==> config.mk <==
export PLATFORM = sky130hd
export DESIGN_NAME = gcd_arbiter
export DESIGN_NICKNAME = d
export VERILOG_FILES = /design/src/rtl/gcd_pkg.sv /design/src/rtl/gcd_arbiter_rr_pick.sv /design/src/rtl/gcd_arbiter.sv
export SDC_FILE = /design/constraint.sdc
export NUM_CORES = 1
export LEC_CHECK = 0
export BUFFER_PORTS_ARGS = -buffer_cell sky130_fd_sc_hd__buf_4
export CORE_AREA = 3 3 156 158
export CTS_CLUSTER_DIAMETER = 200
export CTS_CLUSTER_SIZE = 16
export DETAILED_ROUTE_END_ITERATION = 8
export DIE_AREA = 0 0 159 161
export MAX_ROUTING_LAYER = met4
export PLACE_DENSITY = 0.56
export SYNTH_ARGS = -nofsm -noshare
export SYNTH_HDL_FRONTEND = slang
export SYNTH_SLANG_ARGS = --single-unit
==> constraint.sdc <==
create_clock -name clk -period 8.24 [get_ports clk]
set_input_delay 1.236 -clock clk [delete_from_list [all_inputs] [get_ports clk]]
set_output_delay 1.236 -clock clk [all_outputs]
set_load 0.01 [all_outputs]
==> src/rtl/gcd_pkg.sv <==
`default_nettype none
// ============================================================================
//  Module   : gcd_pkg
//  Purpose  : Shared definitions for the GCD arbiter slice: operand width,
//             default watchdog limit, FSM state encoding and a small index
//             helper used by the round-robin picker.
//  Revision : 1.0 - initial release
// ============================================================================
package gcd_pkg;

    localparam int GCD_W           = 32;
    localparam int DEFAULT_TIMEOUT = 1024;

    typedef enum logic [1:0] {
        ST_IDLE  = 2'd0,
        ST_ISSUE = 2'd1,
        ST_WAIT  = 2'd2,
        ST_RESP  = 2'd3
    } state_t;

    // Position 'off' steps above 'base' in a ring of 'n' entries.
    function automatic int wrap_idx(input int base, input int off, input int n);
        return (base + off) % n;
    endfunction

endpackage
`default_nettype wire

==> src/rtl/gcd_arbiter_rr_pick.sv <==
`default_nettype none
// ============================================================================
//  Module   : rr_pick
//  Purpose  : Combinational round-robin selector. Searches i_req starting at
//             i_ptr and wrapping, returns the first set bit one-hot and as an
//             index. Outputs are zero when no request is set.
//  Ports    : i_req      [N]  request levels
//             i_ptr      [PW] search start position (0..N-1)
//             o_pick_oh  [N]  one-hot winner
//             o_pick_idx [PW] winner index
//  Revision : 1.0 - initial release
// ============================================================================
module rr_pick
    import gcd_pkg::*;
#(
    parameter int N  = 4,
    parameter int PW = $clog2(N)
) (
    input  logic [N-1:0]  i_req,
    input  logic [PW-1:0] i_ptr,
    output logic [N-1:0]  o_pick_oh,
    output logic [PW-1:0] o_pick_idx
);

    logic          w_found;
    logic [PW-1:0] w_pos;

    always_comb begin
        o_pick_oh  = '0;
        o_pick_idx = '0;
        w_found    = 1'b0;
        w_pos      = '0;
        for (int i = 0; i < N; i++) begin
            w_pos = PW'(wrap_idx(int'(i_ptr), i, N));
            if (!w_found && i_req[w_pos]) begin
                w_found           = 1'b1;
                o_pick_oh[w_pos]  = 1'b1;
                o_pick_idx        = w_pos;
            end
        end
    end

endmodule
`default_nettype wire

==> src/rtl/gcd_arbiter.sv <==
`default_nettype none
// ============================================================================
//  Module   : gcd_arbiter
//  Purpose  : Shares a single edge-started GCD engine between N requesters.
//             Round-robin grant, operand capture, one-cycle start pulse,
//             wait for done (with watchdog), one-cycle routed response.
//             A zero operand B is answered directly without the engine.
//  Ports    : clk, resetn (sync, active-low)
//             req[N], req_opa/req_opb[N*W]   requester side
//             gnt[N], rsp_valid[N]           one-hot single-cycle pulses
//             rsp_result[W], rsp_err         response payload (held)
//             busy                           FSM not idle
//             eng_start, eng_opa, eng_opb    engine command side
//             eng_result, eng_done           engine result side
//  Revision : 1.0 - initial release
// ============================================================================
module gcd_arbiter
    import gcd_pkg::*;
#(
    parameter int N       = 4,
    parameter int W       = GCD_W,
    parameter int TIMEOUT = DEFAULT_TIMEOUT   // must be >= 2
) (
    input  logic           clk,
    input  logic           resetn,
    input  logic [N-1:0]   req,
    input  logic [N*W-1:0] req_opa,
    input  logic [N*W-1:0] req_opb,
    output logic [N-1:0]   gnt,
    output logic [N-1:0]   rsp_valid,
    output logic [W-1:0]   rsp_result,
    output logic           rsp_err,
    output logic           busy,
    output logic           eng_start,
    output logic [W-1:0]   eng_opa,
    output logic [W-1:0]   eng_opb,
    input  logic [W-1:0]   eng_result,
    input  logic           eng_done
);

    localparam int PW = $clog2(N);
    localparam int CW = $clog2(TIMEOUT);

    state_t        r_state_q,  w_state_d;
    logic [PW-1:0] r_ptr_q,    w_ptr_d;
    logic [PW-1:0] r_idx_q,    w_idx_d;
    logic [W-1:0]  r_opa_q,    w_opa_d;
    logic [W-1:0]  r_opb_q,    w_opb_d;
    logic [W-1:0]  r_result_q, w_result_d;
    logic          r_err_q,    w_err_d;
    logic [CW-1:0] r_cnt_q,    w_cnt_d;

    logic [N-1:0]  w_pick_oh;
    logic [PW-1:0] w_pick_idx;
    logic [W-1:0]  w_opa_arr [N];
    logic [W-1:0]  w_opb_arr [N];
    logic [W-1:0]  w_sel_opa;
    logic [W-1:0]  w_sel_opb;

    // Unflatten the operand buses so the winner can be selected by index.
    for (genvar g = 0; g < N; g++) begin : g_slice
        assign w_opa_arr[g] = req_opa[g*W +: W];
        assign w_opb_arr[g] = req_opb[g*W +: W];
    end

    assign w_sel_opa = w_opa_arr[w_pick_idx];
    assign w_sel_opb = w_opb_arr[w_pick_idx];

    rr_pick #(
        .N  (N),
        .PW (PW)
    ) u_rr_pick (
        .i_req      (req),
        .i_ptr      (r_ptr_q),
        .o_pick_oh  (w_pick_oh),
        .o_pick_idx (w_pick_idx)
    );

    always_comb begin
        w_state_d  = r_state_q;
        w_ptr_d    = r_ptr_q;
        w_idx_d    = r_idx_q;
        w_opa_d    = r_opa_q;
        w_opb_d    = r_opb_q;
        w_result_d = r_result_q;
        w_err_d    = r_err_q;
        w_cnt_d    = r_cnt_q;
        case (r_state_q)
            ST_IDLE: begin
                if (|req) begin
                    w_idx_d = w_pick_idx;
                    w_ptr_d = (w_pick_idx == PW'(N-1)) ? '0 : w_pick_idx + PW'(1);
                    w_opa_d = w_sel_opa;
                    w_opb_d = w_sel_opb;
                    // gcd(a,0)=a; the engine would never terminate on b==0.
                    if (w_sel_opb == '0) begin
                        w_result_d = w_sel_opa;
                        w_err_d    = 1'b0;
                        w_state_d  = ST_RESP;
                    end else begin
                        w_state_d  = ST_ISSUE;
                    end
                end
            end
            ST_ISSUE: begin
                w_cnt_d   = '0;
                w_state_d = ST_WAIT;
            end
            ST_WAIT: begin
                // Done has priority over an expiring watchdog.
                if (eng_done) begin
                    w_result_d = eng_result;
                    w_err_d    = 1'b0;
                    w_state_d  = ST_RESP;
                end else if (r_cnt_q == CW'(TIMEOUT-1)) begin
                    w_result_d = '0;
                    w_err_d    = 1'b1;
                    w_state_d  = ST_RESP;
                end else begin
                    w_cnt_d = r_cnt_q + CW'(1);
                end
            end
            ST_RESP: begin
                w_cnt_d   = '0;
                w_state_d = ST_IDLE;
            end
            default: w_state_d = ST_IDLE;
        endcase
    end

    always_ff @(posedge clk) begin
        if (!resetn) begin
            r_state_q  <= ST_IDLE;
            r_ptr_q    <= '0;
            r_idx_q    <= '0;
            r_opa_q    <= '0;
            r_opb_q    <= '0;
            r_result_q <= '0;
            r_err_q    <= 1'b0;
            r_cnt_q    <= '0;
        end else begin
            r_state_q  <= w_state_d;
            r_ptr_q    <= w_ptr_d;
            r_idx_q    <= w_idx_d;
            r_opa_q    <= w_opa_d;
            r_opb_q    <= w_opb_d;
            r_result_q <= w_result_d;
            r_err_q    <= w_err_d;
            r_cnt_q    <= w_cnt_d;
        end
    end

    // Grant is the capture strobe in IDLE; held off while reset is applied.
    assign gnt = (resetn && (r_state_q == ST_IDLE)) ? w_pick_oh : '0;

    always_comb begin
        rsp_valid = '0;
        if (r_state_q == ST_RESP) begin
            rsp_valid[r_idx_q] = 1'b1;
        end
    end

    assign rsp_result = r_result_q;
    assign rsp_err    = r_err_q;
    assign busy       = (r_state_q != ST_IDLE);
    assign eng_start  = (r_state_q == ST_ISSUE);
    assign eng_opa    = r_opa_q;
    assign eng_opb    = r_opb_q;

endmodule
`default_nettype wire

==> impl_metrics.py <==
metrics = {
    "die": {
        "die-area_sq_mm": 0.0256,
        "fp-row-count": 56,
        "core_area_sq_mm": 0.0233,
        "die_h_um": 161,
        "io_pins": 402,
        "start_util_pct": 31.9,
        "die_w_um": 159,
    },
    "cts": {
        "clk_path_buf_depth": 2,
        "postCtsSetupRepairBufs": 0,
        "ctsResizeCount": 0,
        "clkLatencyLatePin_ns": 0.41,
        "cts.clk_slew.worst_paths_ns": 0.05,
        "cts_sinks": 113,
        "root_buffer": "clkbuf_16",
        "numCtsBuffers": 17,
        "cts_tree": "done",
        "h-tree-depth": 4,
        "holdBufCountCts": 0,
    },
    "place": {
        "port_buffers": 401,
        "dpl_cell_area_sq_mm": 0.0106,
        "gp_congestion": 0.916,
        "hpwl_um": 25700,
        "post-place-ws_ns": 2.50,
        "placed_cells": 1675,
    },
    "global_route": {
        "antenna_found_initial": 1,
        "grt_use_total_pct": 26.2,
        "first_global_vias": 8864,
        "grt_max_degree": 78,
        "grt-ovfl-total": 0,
        "grt_pass1_wl_um": 51500,
    },
    "setup_path": {
        "cp_max_fo": 64,
        "start_kind": "flop",
        "critical_path_class": "flop to flop",
        "cp-end-kind": "flop",
        "arrival_ns": 5.95,
        "r2r_cells": 13,
        "worstPathRequired_ns": 8.46,
    },
    "finish": {
        "nFillCells": 2444,
        "layout-drive-gt1-share_pct": 36.7,
        "ff_latch_area_sq_mm": 0.00226,
        "areaGrowthSynthToFinish_pct": 51.2,
        "multi_input_area_sq_mm": 0.00465,
        "finalNetCount": 1682,
        "final_area_sq_mm": 0.0112,
        "layout.cells.non_filler": 1707,
    },
    "timing": {
        "report.final.slew_viol_count": 0,
        "slew_headroom_pct": 29.9,
        "worstMarginPinSlew_ns": 1.05,
        "setup_violations": 0,
        "setup_slack_ns": 2.52,
        "max_freq_mhz": 175,
        "hold_viol": 0,
        "skew_ns": 0.00832,
        "period_needed_ns": 5.72,
        "rsz0062_at_grt": "no",
        "tns_ns": 0,
        "fin_crit_sh_pct": 69.4,
    },
    "synth": {
        "ys_ff_latch": 113,
        "yosysWarnings": 0,
        "postSynthAreaPerCell_sq_um": 7.20,
        "ys_async_sr_fraction_pct": 0,
        "synth_cells": 1030,
        "ys_seq_area_share_pct": 30.5,
        "synth_ff_type": "dfxtp_1",
        "synth_edf_count": 0,
        "synth_area_sq_mm": 0.00742,
        "synth_nets": 1337,
        "synth_cell_types": 55,
    },
    "power_and_ir_drop": {
        "p_comb_share_pct": 62.5,
        "p_int_mw": 2.36,
        "p_switching_mw": 2.03,
        "leakage_nw": 5.07,
        "powerDensity_mw_per_mm2": 392,
        "p_clk_share_pct": 17.8,
        "ir_worst_vdd_uv": 235,
        "share_seq_of_total_power_pct": 19.7,
        "p_sw_share_pct": 46.2,
    },
    "routing": {
        "wirelength_um": 33600,
        "wl_per_cell_um": 19.7,
        "drtIter0Drc": 583,
        "drt-vias-per-instance": 5.22,
        "drtPass1Iterations": 7,
        "drtAntennaViolNets": 0,
        "vias": 8915,
        "post-route-drc-count": 0,
    },
    "hold_path": {
        "worstHoldPathCells": 2,
        "hp-class": "flop to flop",
    },
    "flow_run": {
        "max_cap_viol_count": 0,
    },
    "status": {
        "status": "completed",
    },
}
-- cell usage after synthesis, types with 3 or more instances --
cell type	n	area [sq um]
a22oi_1	5	37.5
or2_2	4	25.0
clkbuf_1	66	248
o41ai_1	9	78.8
o21ai_0	12	60.1
or3_1	4	25.0
dfxtp_1	113	2260
mux2i_1	15	150
and3_1	33	206
nand4_1	7	43.8
nand3_1	62	310
nand2b_1	3	18.8
buf_1	12	45.0
nor3_1	6	30.0
ha_1	12	150
inv_1	41	154
mux2_2	5	56.3
buf_6	6	67.6
nand2_1	323	1210
mux4_2	11	248
a21oi_1	77	385
a211oi_1	5	37.5
nor2_1	55	206
nor4_1	3	18.8
a221oi_1	39	342
a31oi_1	31	194
buf_4	3	22.5
xor2_1	5	43.8
a221oi_2	30	450
-- logic make-up (layout without fill, tap and decap cells) --
family | Yosys count | in the layout | synth area share, %
and+or+nand+nor | 510 | 510 | 29.5
muxes | 31 | 31 | 6.12
buffers and inverters | 131 | 488 | 7.42
other | 0 | 1 | 0
adders and majority gates | 12 | 12 | 2.02
xor gates and xnor gates | 7 | 7 | 0.826
AOI/OAI and AO/OA | 226 | 226 | 23.6
DFF | 113 | 113 | 30.5
-- per-stage QoR --
step,hold slack (ns),power [mW],util (%)
floorplan,0.459,2.69,-
global placement,0.443,3.62,45.5
detailed placement,0.447,3.63,45.5
CTS,0.455,4.43,48.2
global route,0.469,4.75,48.2
finish,0.454,4.40,48.2
-- worst max-delay path: stages, from the launching register on --
cell and delay, ns:
dfxtp_1 0.89, inv_1 0.20, ha_1 0.47, mux4_2 0.45
o21bai_1 0.22, a21oi_1 0.37, a21o_4 0.46, buf_4 0.65
nand3_1 0.14, a22oi_1 0.25, and4_2 0.35, a22o_2 0.49
buf_4 0.41, a221oi_1 0.12
-- final timing paths --
kind	to	startpoint	slack [ns]
setup / recovery	rsp_result[1]$_SDFFE_PN0P_	r_ptr_q[0]$_SDFFE_PN0P_	2.52
hold / removal	eng_opa[14]$_SDFFE_PN0P_	eng_opa[14]$_SDFFE_PN0P_	0.45
setup reg to reg	rsp_result[1]$_SDFFE_PN0P_	r_ptr_q[0]$_SDFFE_PN0P_	2.52
hold reg to reg	eng_opa[14]$_SDFFE_PN0P_	eng_opa[14]$_SDFFE_PN0P_	0.45
-- registers in the layout, summed over array words and instances, names as in the netlist --
register,cells
rsp_err,1
eng_opb,32
r_cnt_q,10
eng_opa,32
r_state_q,2
r_ptr_q,2
r_idx_q,2
rsp_result,32
-- placed cells by master, fill, tap and decap left out, types with 11 or more instances in the layout --
| cell type | Yosys | final |
|---|---|---|
| buf_4 | 3 | 415 |
| nand2_1 | 323 | 323 |
| dfxtp_1 | 113 | 113 |
| a21oi_1 | 77 | 76 |
| nand3_1 | 62 | 62 |
| nor2_1 | 55 | 54 |
| inv_1 | 41 | 40 |
| a221oi_1 | 39 | 39 |
| and3_1 | 33 | 33 |
| a31oi_1 | 31 | 31 |
| a221oi_2 | 30 | 30 |
| clkbuf_16 | 0 | 17 |
| mux2i_1 | 15 | 15 |
| ha_1 | 12 | 12 |
| o21ai_0 | 12 | 11 |
| mux4_2 | 11 | 11 |
-- power groups by stage --
stage               Combinational (mW)  Clock (mW)  Sequential, mW
global placement                  2.75           0           0.869
global route                      3.03       0.826           0.889
CTS                               2.77       0.801           0.865
floorplan                         1.77           0           0.925
detailed placement                2.76           0           0.874
finish                            2.75       0.784           0.864
-- layout make-up --
class                      instances  share of cell area [%]
inverter                          42                    1.43
clock inverter                    10                    1.40
multi-input combinational        786                    41.5
timing repair buffer             415                    27.8
sequential                       113                    20.2
tap                              319                    3.56
antenna                            1                  0.0223
clock buffer                      21                    4.19
-- layer usage --
| layer | vias to the layer above | part of all wire (%) | global-route usage [%] |
|---|---|---|---|
| li1 | 4336 | - | - |
| met2 | 345 | 51 | 45.2 |
| met4 | 0 | 1.3 | 5.37 |
| met5 | - | 0 | - |
| met1 | 4212 | 40 | 30.2 |
| met3 | 22 | 8.1 | 8.13 |
(Power assumes the default switching activity.)
